<file path="src/rtl/peak_finder_pkg.sv">
// Shared types and defaults for the coarse-histogram peak finder.
// Defaults mirror the Nb / PIXEL_NUM_PER_RAM / count-width settings of the histogram subsystem.
package peak_finder_pkg;

  localparam int PF_NB        = 8;
  localparam int PF_CNT_W     = 16;
  localparam int PF_PIXEL_NUM = 4;
  localparam int PF_MIN_COUNT = 1;

  typedef enum logic [2:0] {
    PF_IDLE,
    PF_READ,
    PF_DRAIN,
    PF_EMIT,
    PF_FINISH
  } pf_state_e;

  // A single-pixel RAM still needs a 1-bit pixel select.
  function automatic int pf_pix_w(input int n);
    return (n <= 2) ? 1 : $clog2(n);
  endfunction

endpackage

</file>
<file path="src/rtl/peak_finder_if.sv">
// Histogram RAM read port plus peak result bus between the peak finder and its neighbours.
// master = peak finder, slave = RAM / threshold side.
interface peak_finder_if #(
  parameter int NB    = 8,
  parameter int CNT_W = 16,
  parameter int PIX_W = 2
);
  logic             start;
  logic             rd_en;
  logic [PIX_W-1:0] rd_pixel;
  logic [NB-1:0]    rd_addr;
  logic [CNT_W-1:0] rd_data;
  logic [NB-1:0]    peakCH;
  logic [CNT_W-1:0] peakCount;
  logic [PIX_W-1:0] peakPixel;
  logic             peakValid;
  logic             peakDone;
  logic             frameDone;
  logic             busy;

  modport master (
    input  start, rd_data,
    output rd_en, rd_pixel, rd_addr,
    output peakCH, peakCount, peakPixel, peakValid, peakDone, frameDone, busy
  );

  modport slave (
    output start, rd_data,
    input  rd_en, rd_pixel, rd_addr,
    input  peakCH, peakCount, peakPixel, peakValid, peakDone, frameDone, busy
  );
endinterface

</file>
<file path="src/rtl/peak_finder_max_tracker.sv">
// Running maximum of a qualified data stream; strict compare so ties keep the earliest (lowest) index.
// Exposes the post-edge value so the caller can capture the result on the same edge as the last compare.
module peak_finder_max_tracker #(
  parameter int NB    = 8,
  parameter int CNT_W = 16
) (
  input  logic             clk,
  input  logic             res,
  input  logic             clear_i,
  input  logic             valid_i,
  input  logic [CNT_W-1:0] data_i,
  input  logic [NB-1:0]    idx_i,
  output logic [CNT_W-1:0] max_nxt_o,
  output logic [NB-1:0]    idx_nxt_o
);

  logic [CNT_W-1:0] max_q, max_d;
  logic [NB-1:0]    idx_q, idx_d;

  always_comb begin
    max_d = max_q;
    idx_d = idx_q;
    if (clear_i) begin
      max_d = '0;
      idx_d = '0;
    end else if (valid_i && (data_i > max_q)) begin
      max_d = data_i;
      idx_d = idx_i;
    end
  end

  always_ff @(posedge clk) begin
    if (!res) begin
      max_q <= '0;
      idx_q <= '0;
    end else begin
      max_q <= max_d;
      idx_q <= idx_d;
    end
  end

  assign max_nxt_o = max_d;
  assign idx_nxt_o = idx_d;

endmodule

</file>
<file path="src/rtl/peak_finder.sv">
// Scans every bin of each pixel's coarse histogram and reports the highest-count bin per pixel.
// Peak registers load on the DRAIN->EMIT edge so peakDone lands (p+1)*(BIN_NUM+2) cycles after start.
module peak_finder
  import peak_finder_pkg::*;
#(
  parameter int NB        = PF_NB,
  parameter int CNT_W     = PF_CNT_W,
  parameter int PIXEL_NUM = PF_PIXEL_NUM,
  parameter int MIN_COUNT = PF_MIN_COUNT
) (
  input  logic          clk,
  input  logic          res,
  peak_finder_if.master bus
);

  localparam int               PIX_W    = pf_pix_w(PIXEL_NUM);
  localparam logic [NB-1:0]    LAST_BIN = '1;
  localparam logic [PIX_W-1:0] LAST_PIX = PIX_W'(PIXEL_NUM - 1);
  localparam logic [CNT_W-1:0] MIN_CNT  = CNT_W'(MIN_COUNT);

  pf_state_e        state_q, state_d;
  logic [NB-1:0]    addr_q, addr_d;
  logic [PIX_W-1:0] pixel_q, pixel_d;

  // rd_data is valid one cycle after rd_en; these qualify and tag it.
  logic             vld_q;
  logic [NB-1:0]    addr_dly_q;

  logic             rd_en, clear, emit_load, frame_load;
  logic [CNT_W-1:0] max_nxt;
  logic [NB-1:0]    idx_nxt;

  logic [NB-1:0]    peak_ch_q;
  logic [CNT_W-1:0] peak_cnt_q;
  logic [PIX_W-1:0] peak_pix_q;
  logic             peak_vld_q, peak_done_q, frame_done_q;

  // State register
  always_ff @(posedge clk) begin
    if (!res) begin
      state_q <= PF_IDLE;
      addr_q  <= '0;
      pixel_q <= '0;
    end else begin
      state_q <= state_d;
      addr_q  <= addr_d;
      pixel_q <= pixel_d;
    end
  end

  // Next-state logic
  always_comb begin
    state_d = state_q;
    addr_d  = addr_q;
    pixel_d = pixel_q;
    case (state_q)
      PF_IDLE: if (bus.start) begin
        state_d = PF_READ;
        addr_d  = '0;
        pixel_d = '0;
      end
      PF_READ: begin
        addr_d = addr_q + 1'b1;
        if (addr_q == LAST_BIN) begin
          state_d = PF_DRAIN;
          addr_d  = '0;
        end
      end
      PF_DRAIN: state_d = PF_EMIT;
      PF_EMIT: begin
        if (pixel_q == LAST_PIX) begin
          state_d = PF_FINISH;
        end else begin
          state_d = PF_READ;
          pixel_d = pixel_q + 1'b1;
          addr_d  = '0;
        end
      end
      PF_FINISH: state_d = PF_IDLE;
      default:   state_d = PF_IDLE;
    endcase
  end

  // Output / control decode
  always_comb begin
    rd_en        = (state_q == PF_READ);
    bus.rd_en    = rd_en;
    bus.rd_addr  = rd_en ? addr_q  : '0;
    bus.rd_pixel = rd_en ? pixel_q : '0;
    bus.busy     = (state_q != PF_IDLE);
    clear        = ((state_q == PF_IDLE) && bus.start) || (state_q == PF_EMIT);
    emit_load    = (state_q == PF_DRAIN);
    frame_load   = (state_q == PF_EMIT) && (pixel_q == LAST_PIX);
  end

  always_ff @(posedge clk) begin
    if (!res) begin
      vld_q      <= 1'b0;
      addr_dly_q <= '0;
    end else begin
      vld_q      <= rd_en;
      addr_dly_q <= addr_q;
    end
  end

  peak_finder_max_tracker #(
    .NB    (NB),
    .CNT_W (CNT_W)
  ) u_max (
    .clk       (clk),
    .res       (res),
    .clear_i   (clear),
    .valid_i   (vld_q),
    .data_i    (bus.rd_data),
    .idx_i     (addr_dly_q),
    .max_nxt_o (max_nxt),
    .idx_nxt_o (idx_nxt)
  );

  // Peak outputs hold until the next pixel's result is captured.
  always_ff @(posedge clk) begin
    if (!res) begin
      peak_ch_q    <= '0;
      peak_cnt_q   <= '0;
      peak_pix_q   <= '0;
      peak_vld_q   <= 1'b0;
      peak_done_q  <= 1'b0;
      frame_done_q <= 1'b0;
    end else begin
      peak_done_q  <= emit_load;
      frame_done_q <= frame_load;
      if (emit_load) begin
        peak_ch_q  <= idx_nxt;
        peak_cnt_q <= max_nxt;
        peak_pix_q <= pixel_q;
        peak_vld_q <= (max_nxt >= MIN_CNT);
      end
    end
  end

  assign bus.peakCH    = peak_ch_q;
  assign bus.peakCount = peak_cnt_q;
  assign bus.peakPixel = peak_pix_q;
  assign bus.peakValid = peak_vld_q;
  assign bus.peakDone  = peak_done_q;
  assign bus.frameDone = frame_done_q;

endmodule

</file>
<file path="src/flat_wrapper.sv">
// flat-port wrapper written by rule: the top's interface ports become plain ports
module peak_finder_flat import peak_finder_pkg::*;
#(
  parameter int NB        = PF_NB,
  parameter int CNT_W     = PF_CNT_W,
  parameter int PIXEL_NUM = PF_PIXEL_NUM,
  parameter int MIN_COUNT = PF_MIN_COUNT
)
  (clk, res, bus_start, bus_rd_data, bus_rd_en, bus_rd_pixel, bus_rd_addr, bus_peakCH, bus_peakCount, bus_peakPixel, bus_peakValid, bus_peakDone, bus_frameDone, bus_busy);
  peak_finder_if #(.NB(NB), .CNT_W(CNT_W), .PIX_W((2))) bus_i ();
  input  logic clk;
  input  logic res;
  input wire logic [$bits(bus_i.start)-1:0] bus_start;
  input wire logic [$bits(bus_i.rd_data)-1:0] bus_rd_data;
  output wire logic [$bits(bus_i.rd_en)-1:0] bus_rd_en;
  output wire logic [$bits(bus_i.rd_pixel)-1:0] bus_rd_pixel;
  output wire logic [$bits(bus_i.rd_addr)-1:0] bus_rd_addr;
  output wire logic [$bits(bus_i.peakCH)-1:0] bus_peakCH;
  output wire logic [$bits(bus_i.peakCount)-1:0] bus_peakCount;
  output wire logic [$bits(bus_i.peakPixel)-1:0] bus_peakPixel;
  output wire logic [$bits(bus_i.peakValid)-1:0] bus_peakValid;
  output wire logic [$bits(bus_i.peakDone)-1:0] bus_peakDone;
  output wire logic [$bits(bus_i.frameDone)-1:0] bus_frameDone;
  output wire logic [$bits(bus_i.busy)-1:0] bus_busy;
  assign bus_i.start = bus_start;
  assign bus_i.rd_data = bus_rd_data;
  assign bus_rd_en = bus_i.rd_en;
  assign bus_rd_pixel = bus_i.rd_pixel;
  assign bus_rd_addr = bus_i.rd_addr;
  assign bus_peakCH = bus_i.peakCH;
  assign bus_peakCount = bus_i.peakCount;
  assign bus_peakPixel = bus_i.peakPixel;
  assign bus_peakValid = bus_i.peakValid;
  assign bus_peakDone = bus_i.peakDone;
  assign bus_frameDone = bus_i.frameDone;
  assign bus_busy = bus_i.busy;
  peak_finder #(.NB(NB), .CNT_W(CNT_W), .PIXEL_NUM(PIXEL_NUM), .MIN_COUNT(MIN_COUNT)) u_core (.clk(clk), .res(res), .bus(bus_i));
endmodule
</file>
<file path="config.mk">
export PLATFORM = sky130hd
export DESIGN_NAME = peak_finder_flat
export DESIGN_NICKNAME = d
export VERILOG_FILES = /design/src/rtl/peak_finder_pkg.sv /design/src/rtl/peak_finder_if.sv /design/src/rtl/peak_finder_max_tracker.sv /design/src/rtl/peak_finder.sv /design/src/flat_wrapper.sv
export SDC_FILE = /design/constraint.sdc
export NUM_CORES = 1
export LEC_CHECK = 0
export CAP_MARGIN = 20
export CORE_MARGIN = 1.5
export CORE_UTILIZATION = 52
export CTS_BUF_LIST = sky130_fd_sc_hd__clkbuf_16
export DETAILED_ROUTE_END_ITERATION = 8
export PLACE_DENSITY_LB_ADDON = 0.3
export SLEW_MARGIN = 5
export SYNTH_ARGS = -nofsm -noshare
export SYNTH_HDL_FRONTEND = slang
export SYNTH_SLANG_ARGS = --single-unit
</file>
<file path="constraint.sdc">
create_clock -name clk -period 3.2 [get_ports clk]
set_clock_uncertainty 0.2 [all_clocks]
set_input_delay 0.32 -clock clk [delete_from_list [all_inputs] [get_ports clk]]
set_output_delay 0.32 -clock clk [all_outputs]
set_load 0.02 [all_outputs]
</file>
==> metrics.txt <==
Synth Cell Area=3256 sq um; Final Hold Fails=0; critical path's largest stage delay=600 ps; multiplexer share of the synthesized area=about 8.3%; XOR/XNOR share of the synthesized area=0.2690%; Routed Antenna Nets=0; hold crit path type=flop to flop; Post-synth EDFFs=0; Async SR Flop Fraction=0%; run status=finished clean; clock latency on the worst-skew pair=320 ps; Initial Utilization=54.34%; # DRC=0; TritonRoute pass-1 iters=4; fin area=about 4200 sq um; Multi-input gate area=1562 sq um; cts hold-fix bufs=0; MaxCap Viol Count=0; post-synthesis cell count=360; Post-Route WL=around 7.8 mm; CP endpoint kind=output port; sequential share of the synthesized area=46.12%; unrepaired setup endpoints after global routing=no; Setup Viol. Count Final=0; compound-gate portion of the synthesized area=15.37%; GRT Resource Usage Total=24.56%; CTS tree=yes; port bufs=between 50 and 60; worst-path maximum fanout=14; Synth warnings=0; slowest CP cell=clkdlybuf4s50_1; worst path bufs/invs=3; Placer Congestion=0.9066; DR iter-0 viols=196; clk slew on worst S/H paths=roughly 60 ps; FF+latch count, synth=75; Critical Path Start Type=flop; CTS buffer count=9; slew margin rel.=48.85%; largest net degree at the start of global routing=36; grt ovf=0; final net count=455; Mean Syn Cell Area=9.043 sq um; H-tree Lvls=3; largest family of logic cells by synthesized area=simple AND/OR/NAND/NOR gates; CTS root buffer=clkbuf_16; Worst-Margin Slew=767.2 ps; Max IR drop VDD=347.4 uV; Die X=82.13 microns; delay-heaviest family, CP=buffers and inverters; # fillers=461; DR WL/cell=15.68 microns; simple-gate share of the synthesized area=17.06%; placed cell area=roughly 3900 sq um; top-area cell type share of the netlist area=46.12%; CORE AREA=approximately 6000 sq um; worst hold start=u_core.bus.peakValid; Slew Viols, Final=0; post_cts resized=0; area added between synthesis and finish=29.44%; count of different cell masters after synthesis=44; ys flop type=dfxtp_1; most common cell in the netlist=dfxtp_1; Peak Freq=337.0 MHz; postcts setup bufs=0; crit-path cells=inv_1, or3_1, clkinvlp_4, and2_1, clkdlybuf4s50_1; initial antenna violation count=0; R2R Path Start=u_core.u_max.max_q[14]; die height=around 80 microns; antenna cell count=0; cell taking the most area after synthesis=dfxtp_1; post-detail-place hpwl=between 5 and 6 mm; vias in the first global route=2595; setup TNS=0 ps; Commonest cells post-synth=dfxtp_1 (75), nor2_1 (40), a21oi_1 (39), o21ai_0 (31), mux2i_1 (26); fin crit share=92.74%; TritonCTS sink count=75; fraction of final layout cells sized beyond drive strength 1=under 10%; register area=1501 sq um; CP required=~2700 ps; leakage=0.001570 uW; first-pass GRT wire length=12.32 mm; via count=2762; CTS max path bufs=2; die area=6745 sq um; Placement Rows=28; Synth Area in Adders=6.918%; Worst Path Arrival=around 2500 ps; syn_nets=a little under 400; vias per inst=5.546; Crit Path Class=flop to output port; Ports=60; most area-consuming cells after synthesis=dfxtp_1 (46%), mux2i_1 (8.0%), ha_1 (6.9%); power per cell area=645.3 nW/um^2; Final Critical Period=2968 ps; Critical Path Start=u_core.state_q[0]
registers in the layout, summed over array words and instances, names as in the netlist, 2 cells and up:
register              flops
u_core.bus.peakCount     16
u_core.u_max.max_q       16
u_core.addr_dly_q         8
u_core.addr_q             8
u_core.bus.peakCH         8
u_core.u_max.idx_q        8
u_core.state_q            3
u_core.bus.peakPixel      2
u_core.pixel_q            2
worst min-delay path: stages (launching register included):
cell and delay, ps:
dfxtp_1 310, nand2_1 50, a21oi_1 50
cell usage in the layout (no fill, tap or decap), types with 2 or more instances in the layout:
| cell type | instances |
|---|---|
| a21o_1 | 2 |
| a21oi_1 | 39 |
| a22oi_1 | 2 |
| a31oi_1 | 4 |
| and2_1 | 19 |
| and3_1 | 4 |
| buf_4 | 6 |
| bufinv_16 | 2 |
| clkbuf_16 | 9 |
| clkdlybuf4s50_1 | 59 |
| clkinv_4 | 2 |
| clkinvlp_4 | 2 |
| dfxtp_1 | 75 |
| ha_1 | 18 |
| inv_1 | 20 |
| mux2i_1 | 26 |
| nand2_1 | 20 |
| nand3_1 | 3 |
| nor2_1 | 40 |
| nor2b_1 | 3 |
| nor4_1 | 9 |
| o21ai_0 | 31 |
| o41ai_1 | 2 |
| or3_1 | 2 |
power breakdown:
part / internal [uW] / switching (uW)
sequential: 1010 / 60.2
clock: 680 / 373
combinational: 261 / 333
cell families (layout without fill, tap and decap cells):
group                    Yosys count  in the layout
AO/OA/AOI/OAI                     89             89
XOR/XNOR                           1              1
adder cells (fa/ha/maj)           18             18
buffers and inverters             40            103
flip-flops                        75             75
multiplexers                      27             27
AND/OR/NAND/NOR                  110            110
layout make-up:
cell class                      count  share of cell area [%]
Multi-Input combinational cell    245                   37.05
Sequential cell                    75                   35.63
Clock inverter                      7                   2.227
Timing Repair Buffer               66                   15.56
Tap cell                           75                   2.227
Inverter                           21                   1.960
Clock buffer                        9                   5.344
routing by layer:
layer	track usage, %	part of all wire (%)
met1	27.84	42
met2	42.38	50
met3	7.033	6.1
met4	11.69	2.0
met5	0	0
path summary, 6_finish.rpt:
path | end | slack [ps] | depth (start not counted)
max | bus_rd_addr[6] | 230 | 5
min | u_core.bus.peakValid | 250 | 2
max reg2reg | u_core.bus.peakCount[3] | 450 | 9
min reg2reg | u_core.bus.peakValid | 250 | 2
metrics by stage:
step	setup slack, ps	power (uW)	cells	util [%]	hold WS [ps]
6_report	232.4	2720	498	70.34	249.9
5_1_grt	58.89	2844	498	70.34	280.5
4_1_cts	123.2	2735	498	70.28	254.1
3_5_place_dp	113.2	1672	482	64.95	246.1
3_3_place_gp	214.9	1659	482	64.95	241.7
2_1_floorplan	903.7	1444	360	-	255.8
No activity file was read; power rests on OpenSTA's default activity.
